--- src/rtl/vga_text_pkg.sv ---
// vga_text_pkg
//   Shared constants and types for the VGA text-mode pipeline: character
//   cell geometry, text-grid dimensions, coordinate widths, the cursor
//   shadow record and a helper that maps a scan coordinate to its cell index.
package vga_text_pkg;

  localparam int CELL_W          = 8;
  localparam int CELL_H          = 8;
  localparam int TEXT_COLS       = 80;
  localparam int TEXT_ROWS       = 60;
  localparam int UNDERLINE_FIRST = 6;

  localparam int SCAN_W = 10;  // pixel column / line width
  localparam int TEXT_W = 8;   // text row / column width

  typedef logic [SCAN_W-1:0] scan_coord_t;
  typedef logic [TEXT_W-1:0] text_coord_t;

  // Cursor registers as frozen at the last frame start.
  typedef struct packed {
    logic        en;
    text_coord_t row;
    text_coord_t col;
  } cursor_shadow_t;

  // Cell index of a scan coordinate. With 8-pixel cells this is the
  // coordinate's upper 7 bits, zero-extended to the text-coordinate width.
  function automatic text_coord_t cell_of(input scan_coord_t p);
    return text_coord_t'(p >> $clog2(CELL_W));
  endfunction

endpackage

--- src/rtl/cursor_blink_timer.sv ---
// cursor_blink_timer
//   Detects frame start (falling edge of the active-low vsync) and runs the
//   cursor blink: blink_on toggles every BLINK_FRAMES frames. When the cursor
//   goes from disabled to enabled at a frame start, the blink restarts in
//   the visible phase with the frame counter cleared.
//
// Ports:
//   clk_i          pixel clock
//   reset_i        synchronous active-high reset
//   vsync_i        vertical sync, active-low
//   c_en_i         live cursor enable (the value about to be shadowed)
//   sh_en_i        currently shadowed cursor enable
//   frame_start_o  one-cycle pulse on the vsync falling edge
//   blink_on_o     1 while the cursor is in the visible blink phase
module cursor_blink_timer
  import vga_text_pkg::*;
#(
  parameter int BLINK_FRAMES = 16
) (
  input  logic clk_i,
  input  logic reset_i,
  input  logic vsync_i,
  input  logic c_en_i,
  input  logic sh_en_i,
  output logic frame_start_o,
  output logic blink_on_o
);

  logic       vsync_q;
  logic [7:0] frame_cnt_q, frame_cnt_d;
  logic       blink_on_q, blink_on_d;

  // vsync_q resets to 1 so a vsync already low out of reset is not
  // mistaken for a frame start.
  assign frame_start_o = vsync_q & ~vsync_i;
  assign blink_on_o    = blink_on_q;

  always_comb begin
    frame_cnt_d = frame_cnt_q;
    blink_on_d  = blink_on_q;
    if (frame_start_o) begin
      // A fresh enable restarts the blink so the cursor appears at once;
      // this overrides the regular count.
      if (!sh_en_i && c_en_i) begin
        blink_on_d  = 1'b1;
        frame_cnt_d = '0;
      end else if (frame_cnt_q == 8'(BLINK_FRAMES - 1)) begin
        frame_cnt_d = '0;
        blink_on_d  = ~blink_on_q;
      end else begin
        frame_cnt_d = frame_cnt_q + 8'd1;
      end
    end
  end

  always_ff @(posedge clk_i) begin
    if (reset_i) begin
      vsync_q     <= 1'b1;
      frame_cnt_q <= '0;
      blink_on_q  <= 1'b1;
    end else begin
      vsync_q     <= vsync_i;
      frame_cnt_q <= frame_cnt_d;
      blink_on_q  <= blink_on_d;
    end
  end

endmodule

--- src/rtl/cursor_overlay.sv ---
// cursor_overlay
//   XORs a blinking underline (cell lines 6-7) or full-block cursor onto the
//   glyph pixel stream. Cursor enable/row/column are shadowed once per frame
//   so a mid-frame register write never tears the cursor.
//
//   Stream semantics: de_i is a valid-only qualifier; there is no ready and
//   the stream cannot be stalled. Every cycle is consumed. de_o marks the
//   cycles on which pix_o carries an active-video pixel; pix_o/de_o belong to
//   the scan position presented GLYPH_LAT+1 cycles earlier and to the
//   glyph_i presented 1 cycle earlier.
//
// Ports:
//   clk_i, reset_i    pixel clock, synchronous active-high reset
//   c_en_i            cursor enable (live register value)
//   c_row_i, c_col_i  cursor text row / column (live register value)
//   pix_x_i, pix_y_i  current scan position
//   de_i              active-video strobe
//   vsync_i           vertical sync, active-low
//   glyph_i           glyph pixel, GLYPH_LAT cycles behind the scan position
//   pix_o             glyph pixel with cursor applied
//   de_o              de_i aligned with pix_o
module cursor_overlay
  import vga_text_pkg::*;
#(
  parameter int GLYPH_LAT    = 2,
  parameter int BLINK_FRAMES = 16,
  parameter int BLOCK_MODE   = 0
) (
  input  logic        clk_i,
  input  logic        reset_i,
  input  logic        c_en_i,
  input  logic [7:0]  c_row_i,
  input  logic [7:0]  c_col_i,
  input  logic [9:0]  pix_x_i,
  input  logic [9:0]  pix_y_i,
  input  logic        de_i,
  input  logic        vsync_i,
  input  logic        glyph_i,
  output logic        pix_o,
  output logic        de_o
);

  cursor_shadow_t sh_q, sh_d;
  logic           frame_start;
  logic           blink_on;
  logic           row_match, col_match, line_ok, hit;

  logic [GLYPH_LAT-1:0] hit_sr_q, hit_sr_d;
  logic [GLYPH_LAT-1:0] de_sr_q, de_sr_d;
  logic                 pix_q, de_q;

  cursor_blink_timer #(
    .BLINK_FRAMES (BLINK_FRAMES)
  ) u_blink (
    .clk_i         (clk_i),
    .reset_i       (reset_i),
    .vsync_i       (vsync_i),
    .c_en_i        (c_en_i),
    .sh_en_i       (sh_q.en),
    .frame_start_o (frame_start),
    .blink_on_o    (blink_on)
  );

  // Shadow capture. The hit below reads sh_q, so a frame start landing on
  // an active pixel still uses the previous frame's values for that pixel.
  always_comb begin
    sh_d = sh_q;
    if (frame_start) begin
      sh_d.en  = c_en_i;
      sh_d.row = c_row_i;
      sh_d.col = c_col_i;
    end
  end

  // Out-of-range rows/columns (>=60 / >=80) simply never compare equal
  // inside the visible area, so no clamping is needed.
  always_comb begin
    row_match = (cell_of(pix_y_i) == sh_q.row);
    col_match = (cell_of(pix_x_i) == sh_q.col);
    line_ok   = (BLOCK_MODE != 0) || (pix_y_i[2:0] >= 3'(UNDERLINE_FIRST));
    hit       = de_i & sh_q.en & blink_on & row_match & col_match & line_ok;
  end

  // Delay hit and de to line up with the character generator's glyph_i.
  always_comb begin
    hit_sr_d    = '0;
    de_sr_d     = '0;
    hit_sr_d[0] = hit;
    de_sr_d[0]  = de_i;
    for (int i = 1; i < GLYPH_LAT; i++) begin
      hit_sr_d[i] = hit_sr_q[i-1];
      de_sr_d[i]  = de_sr_q[i-1];
    end
  end

  always_ff @(posedge clk_i) begin
    if (reset_i) begin
      sh_q     <= '0;
      hit_sr_q <= '0;
      de_sr_q  <= '0;
      pix_q    <= 1'b0;
      de_q     <= 1'b0;
    end else begin
      sh_q     <= sh_d;
      hit_sr_q <= hit_sr_d;
      de_sr_q  <= de_sr_d;
      pix_q    <= glyph_i ^ hit_sr_q[GLYPH_LAT-1];
      de_q     <= de_sr_q[GLYPH_LAT-1];
    end
  end

  assign pix_o = pix_q;
  assign de_o  = de_q;

endmodule

--- config.mk ---
export PLATFORM = sky130hd
export DESIGN_NAME = cursor_overlay
export DESIGN_NICKNAME = d
export VERILOG_FILES = /design/src/rtl/vga_text_pkg.sv /design/src/rtl/cursor_blink_timer.sv /design/src/rtl/cursor_overlay.sv
export SDC_FILE = /design/constraint.sdc
export NUM_CORES = 1
export LEC_CHECK = 0
export BUFFER_PORTS_ARGS = -buffer_cell sky130_fd_sc_hd__buf_2
export CELL_PAD_IN_SITES_DETAIL_PLACEMENT = 0
export CELL_PAD_IN_SITES_GLOBAL_PLACEMENT = 1
export CORE_MARGIN = 10
export CORE_UTILIZATION = 36
export CTS_BUF_LIST = sky130_fd_sc_hd__clkbuf_8 sky130_fd_sc_hd__clkbuf_16
export DETAILED_ROUTE_END_ITERATION = 6
export PLACE_DENSITY_LB_ADDON = 0.1
export SKIP_LAST_GASP = 1
export SYNTH_ARGS = -nofsm -noshare
export SYNTH_HDL_FRONTEND = slang
export SYNTH_SLANG_ARGS = --single-unit
--- constraint.sdc ---
create_clock -name clk_i -period 1.6 [get_ports clk_i]
set_input_delay 0.32 -clock clk_i [delete_from_list [all_inputs] [get_ports clk_i]]
set_output_delay 0.32 -clock clk_i [all_outputs]
set_load 0.01 [all_outputs]
==> results_dict.tcl, run 1 <==
set metrics [dict create \
    status "finished, final reports clean" \
    synth_edf_count 0 \
    synth.distinct_cells 31 \
    cp_top_family "simple AND/OR/NAND/NOR gates" \
    grt_setup_unrepaired "true" \
    stdcell_area_sq_um 1830 \
    rows 22 \
    yosysTopAreaCell "dfxtp_1" \
    post-route-min-period_ps 1540 \
    syn2layout_area_growth_pct 29.0 \
    start_kind "flop" \
    ys_top_cells_by_area "dfxtp_1 47%, xnor2_1 9.9%, nand2_1 9.5%, a21oi_1 6.7%, a211oi_1 2.6%" \
    dp_hpwl_microns 2720 \
    drt-total-wl_microns 3480 \
    async_reset_ff_share_pct 0 \
    arrival_ps 1710 \
    worstPathCellList "or4_4 -> o31ai_2 -> or3b_1" \
    grt_util_all_layers_pct 11.0 \
    clkSinkCount 33 \
    use_met1_pct 11.6 \
    post_drt_wl_per_cell_microns 13.5 \
    fin_crit_sh_pct 96.5 \
    tightest_slew_ps 404 \
    syn_nets 204 \
    r2r_slack_ps 60 \
    final_antenna_net_count 0 \
    antenna_cells 0 \
    h-tree-depth 2 \
    dr_total_vias 1254 \
    die_area_sq_um 6850 \
    hold_violations 0 \
    drt-pass1-iter-count 4 \
    max-cap-violations 0 \
    fin_nets 252 \
    vias_per_cell 4.86 \
    yosysSeqAreaShare_pct 46.6 \
    relSlewSlack_pct 72.9 \
    synth_seq_cells 33 \
    cts_setup_buffers 0 \
    drc 0 \
    core_sq_um 3740 \
    pre_cts_ws_ps 36.9 \
    path_class "reg2reg" \
    syn_area_sq_um 1420 \
    path_max_fanout 3 \
    overflow 0 \
    synthCells 161 \
    yosysWarnings 0 \
    cts_tree "built" \
    final_max_slew_viol_count 0 \
    die_y_microns 82.8 \
    die_w_microns 82.8 \
    drt_iter0_drc 54 \
    cts_root_buf "clkbuf_8" \
    routabilityCongestion 0.770 \
    p_per_area_nw_per_um2 962 \
    cpPeakStageDelay_ps 550 \
    max-vdd-ir-drop_mv 0.499 \
    clk_pin_slew_worst_paths_ps 70 \
    post-route-util_pct 48.9 \
    port_buffers 39 \
    grt_pass1_vias 1288 \
    critPathBufInv 0 \
    worstPathRequired_ps 1770 \
    detailed_place.area_sq_um 1730 \
    fmax_ghz 0.648 \
    grt_pass1_wl_microns 5760 \
    slowest_stage "or4_4" \
    yosysMostFrequentCell "nand2_1" \
    end_kind "flop" \
    clkLatencyLatePin_ps 290 \
    syn_avg_cell_area_sq_um 8.81 \
    holdWs_ps 265 \
    grt_busiest_layer "met2" \
    grt_use_met3_pct 5.28 \
    drive_gt1_share_pct 29.5 \
    finalSetupViolations 0 \
    ios 44 \
    setup_ws_ps 55.8 \
    antenna_found_initial 0 \
    grt_max_degree 20 \
    p_leak_nw 0.740 \
    start_util_pct 37.9 \
    synth_commonest_cells "36 x nand2_1, 33 x dfxtp_1, 19 x a21oi_1, 16 x xnor2_1, 6 x nor2b_1" \
    final_cells 258 \
    synth_flop_cell "dfxtp_1" \
    globalRouteMet2Util_pct 17.9 \
    placed_cells_incl_taps 250 \
    fin_skew_ps 5.00 \
    clk_path_buf_depth 2 \
    numCtsBuffers 5 \
    synth.top_cell.area_share_pct 46.6 \
    hp-class "in2reg" \
]
## cell type report
cell class	instances	area, sq um
Fill cell	391	1910
Tap cell	48	60.1
Clock buffer	7	96.3
Inverter	1	3.75
Sequential cell	33	661
Multi-Input combinational cell	120	729
Timing Repair Buffer	48	275
Clock inverter	1	5.00
## timing repair
item	in CTS	in global routing
gates resized for setup	0	1
endpoints found under the setup margin	0	2
hold buffers	0	0
## placed cells by master (no fill, tap or decap), drive strengths merged, types with 4 or more instances in the layout
| cell | count |
|---|---|
| o21ai | 5 |
| nand4 | 5 |
| nand3 | 4 |
| nand2 | 36 |
| nor2b | 6 |
| a21oi | 19 |
| buf | 48 |
| xnor2 | 16 |
| a211oi | 5 |
| clkbuf | 7 |
| or3 | 4 |
| dfxtp | 33 |
## per-layer routing
layer	share of wire [%]	routed length (microns)	vias to the layer above
li1	-	-	654
met3	6.9	240	8
met1	43	1510	562
met2	47	1650	30
met4	2.2	78	0
met5	0	0	-
## stage by stage
step           setup TNS (ps)  total power, W
2_1_floorplan               0        0.000998
3_3_place_gp                0         0.00109
3_5_place_dp                0         0.00109
4_1_cts                     0         0.00178
5_1_grt                 -13.6         0.00185
6_report                    0         0.00176
## worst register-to-register path: stages, from the launching register on
cell     delay [ps]
dfxtp_1         320
or4_4           560
o31ai_2         180
or3b_1          370
## kinds of logic after synthesis
| logic type | count (synthesis) | synth area share [%] |
|---|---|---|
| adders and majority gates | 1 | 0.882 |
| buffers and inverters | 8 | 2.20 |
| DFF | 33 | 46.6 |
| AOI/OAI and AO/OA | 32 | 13.1 |
| xor gates and xnor gates | 16 | 9.88 |
| and+or+nand+nor | 71 | 27.4 |
## registers in the layout (all words and copies together) (netlist names)
name and cells:
de_sr_q 2, sh_q 17, u_blink.vsync_q 1, u_blink.frame_cnt_q 8
hit_sr_q 2, pix_o 1, de_o 1, u_blink.blink_on_o 1
## worst paths after layout
kind	from	to	cells after the start
worst max-delay path	u_blink.frame_cnt_q[4]	u_blink.blink_on_o	3
worst min-delay path	c_col_i[4]	sh_q[4]	3
worst max register to register	u_blink.frame_cnt_q[4]	u_blink.blink_on_o	3
worst min register to register	de_sr_q[0]	de_sr_q[1]	1
## power by group
| part | internal (W) | switching [W] | leakage (nW) |
|---|---|---|---|
| Clock | 0.000388 | 0.000300 | 0.0542 |
| Sequential | 0.000855 | 0.0000194 | 0.270 |
| Combinational | 0.000107 | 0.0000914 | 0.416 |
| Total | 0.00135 | 0.000411 | 0.740 |
No activity file was read; power rests on OpenSTA's default activity.
==> run 2: changes to the inputs <==
--- a/config.mk
+++ b/config.mk
@@ -5,7 +5,7 @@
 export SDC_FILE = /design/constraint.sdc
 export NUM_CORES = 1
 export LEC_CHECK = 0
-export BUFFER_PORTS_ARGS = -buffer_cell sky130_fd_sc_hd__buf_2
+export BUFFER_PORTS_ARGS = -buffer_cell sky130_fd_sc_hd__clkbuf_2
 export CELL_PAD_IN_SITES_DETAIL_PLACEMENT = 0
 export CELL_PAD_IN_SITES_GLOBAL_PLACEMENT = 1
 export CORE_MARGIN = 10
==> results_dict.tcl, run 2 (synthesis gave the netlist of run 1 again) <==
set metrics [dict create \
    max-cap-violations 0 \
    clkSinkCount 33 \
    grt_max_degree 20 \
    antenna_cells 0 \
    h-tree-depth 2 \
    ios 44 \
    grt_pass1_vias 1261 \
    relSlewSlack_pct 80.6 \
    largest_register_ffs 17 \
    cts_tree "built" \
    dp_hpwl_microns 2760 \
    post_drt_wl_per_cell_microns 13.7 \
    die_area_sq_um 6850 \
    overflow 0 \
    core_sq_um 3740 \
    hp-class "in2reg" \
    p_leak_nw 0.748 \
    end_kind "flop" \
    fillers 394 \
    path_class "reg2reg" \
    fin_crit_sh_pct 97.1 \
    max-vdd-ir-drop_mv 0.590 \
    fin_nets 252 \
    holdWs_ps 261 \
    port_buffers 39 \
    final_common_cell "clkbuf_2" \
    fin_skew_ps 4.65 \
    antenna_found_initial 0 \
    mostFrequentLayoutCells "39 x clkbuf_2, 36 x nand2_1, 33 x dfxtp_1" \
    cpPeakStageDelay_ps 570 \
    drt-total-wl_microns 3520 \
    pre_cts_ws_ps 58.5 \
    placed_cells_incl_taps 250 \
    top_regs "sh_q x17, u_blink.frame_cnt_q x8" \
    drive_gt1_share_pct 28.2 \
    setup_ws_ps 46.0 \
    power_frac_comb_pct 11.8 \
    clk_pin_slew_worst_paths_ps 70 \
    hold_violations 0 \
    numCtsBuffers 5 \
    p_clk_share_pct 36.4 \
    final_cells 257 \
    start_util_pct 37.9 \
    cts_hold_buf 0 \
    grt_pass1_wl_microns 5860 \
    regMostFlops "sh_q" \
    p_sw_share_pct 23.2 \
    finalSetupViolations 0 \
    tightest_slew_ps 289 \
    cts_root_buf "clkbuf_8" \
    setup_tns_ps 0 \
    internal_power_w 0.00130 \
    fmax_ghz 0.643 \
    worstPathRequired_ps 1760 \
    post-route-min-period_ps 1550 \
    p_switching_w 0.000391 \
    die_y_microns 82.8 \
    postCtsResizedCells 0 \
    syn2layout_area_growth_pct 28.2 \
    critPathBufInv 0 \
    p_per_area_nw_per_um2 928 \
    final_antenna_net_count 0 \
    status "finished, final reports clean" \
    start_kind "flop" \
    final_max_slew_viol_count 0 \
    vias_per_cell 4.82 \
    drt_iter0_drc 82 \
    arrival_ps 1720 \
    grt_setup_unrepaired "true" \
    worstPathCellList "or4_4 -> o31ai_2 -> or3b_1" \
    post-route-util_pct 48.6 \
    clkLatencyLatePin_ps 270 \
    path_max_fanout 4 \
    routabilityCongestion 0.779 \
    die_w_microns 82.8 \
    rows 22 \
    dr_total_vias 1240 \
    clk_path_buf_depth 2 \
    seq_power_share_pct 51.8 \
    drc 0 \
    drt-pass1-iter-count 4 \
    grt_util_all_layers_pct 11.1 \
    cp_top_family "simple AND/OR/NAND/NOR gates" \
    slowest_stage "or4_4" \
    cts_setup_buffers 0 \
]
==> run 2: worst register-to-register path, stage by stage (launching register included) <==
cell and delay [ps]:
dfxtp_1 330, or4_4 570, o31ai_2 180, or3b_1 350
==> run 2: path summary, 6_finish.rpt <==
path / depth (start not counted) / slack (ps) / start / endpoint
setup reg to reg: 3 / 50 / u_blink.frame_cnt_q[6] / u_blink.blink_on_o
hold reg to reg: 1 / 440 / de_sr_q[1] / de_o
hold / removal: 3 / 260 / c_col_i[1] / sh_q[1]
setup / recovery: 3 / 50 / u_blink.frame_cnt_q[6] / u_blink.blink_on_o
==> run 2: area by class of cell <==
class	count	area, sq um	share of cell area, %
well taps	48	60.1	3.30
multi-input cells	120	733	40.3
flip-flops and latches	33	661	36.3
repair buffers	48	275	15.1
clock buffers	6	82.6	4.54
clock inverters	1	3.75	0.206
inverters	1	3.75	0.206
==> run 2: per-stage QoR <==
step                total power (W)  cell area, sq um
detailed placement          0.00110              1730
global placement            0.00109              1730
CTS                         0.00172              1810
floorplan                  0.000998              1420
global route                0.00178              1820
finish                      0.00169              1820
==> run 2: layer usage <==
| layer | track usage (%) | vias to the layer above | part of all wire (%) |
|---|---|---|---|
| met1 | 13.1 | 554 | 45 |
| met4 | 4.52 | 0 | 1.2 |
| met5 | 0 | - | 0 |
| met3 | 4.96 | 4 | 7.6 |
| met2 | 17.2 | 29 | 46 |
| li1 | - | 653 | - |
==> run 2: power groups by stage <==
| stage | clock (W) | sequential, W | combinational [W] |
|---|---|---|---|
| 3_5_place_dp | 0 | 0.000893 | 0.000202 |
| 6_report | 0.000615 | 0.000875 | 0.000199 |
| 2_1_floorplan | 0 | 0.000892 | 0.000107 |
| 4_1_cts | 0.000641 | 0.000875 | 0.000203 |
| 3_3_place_gp | 0 | 0.000892 | 0.000197 |
| 5_1_grt | 0.000681 | 0.000878 | 0.000222 |
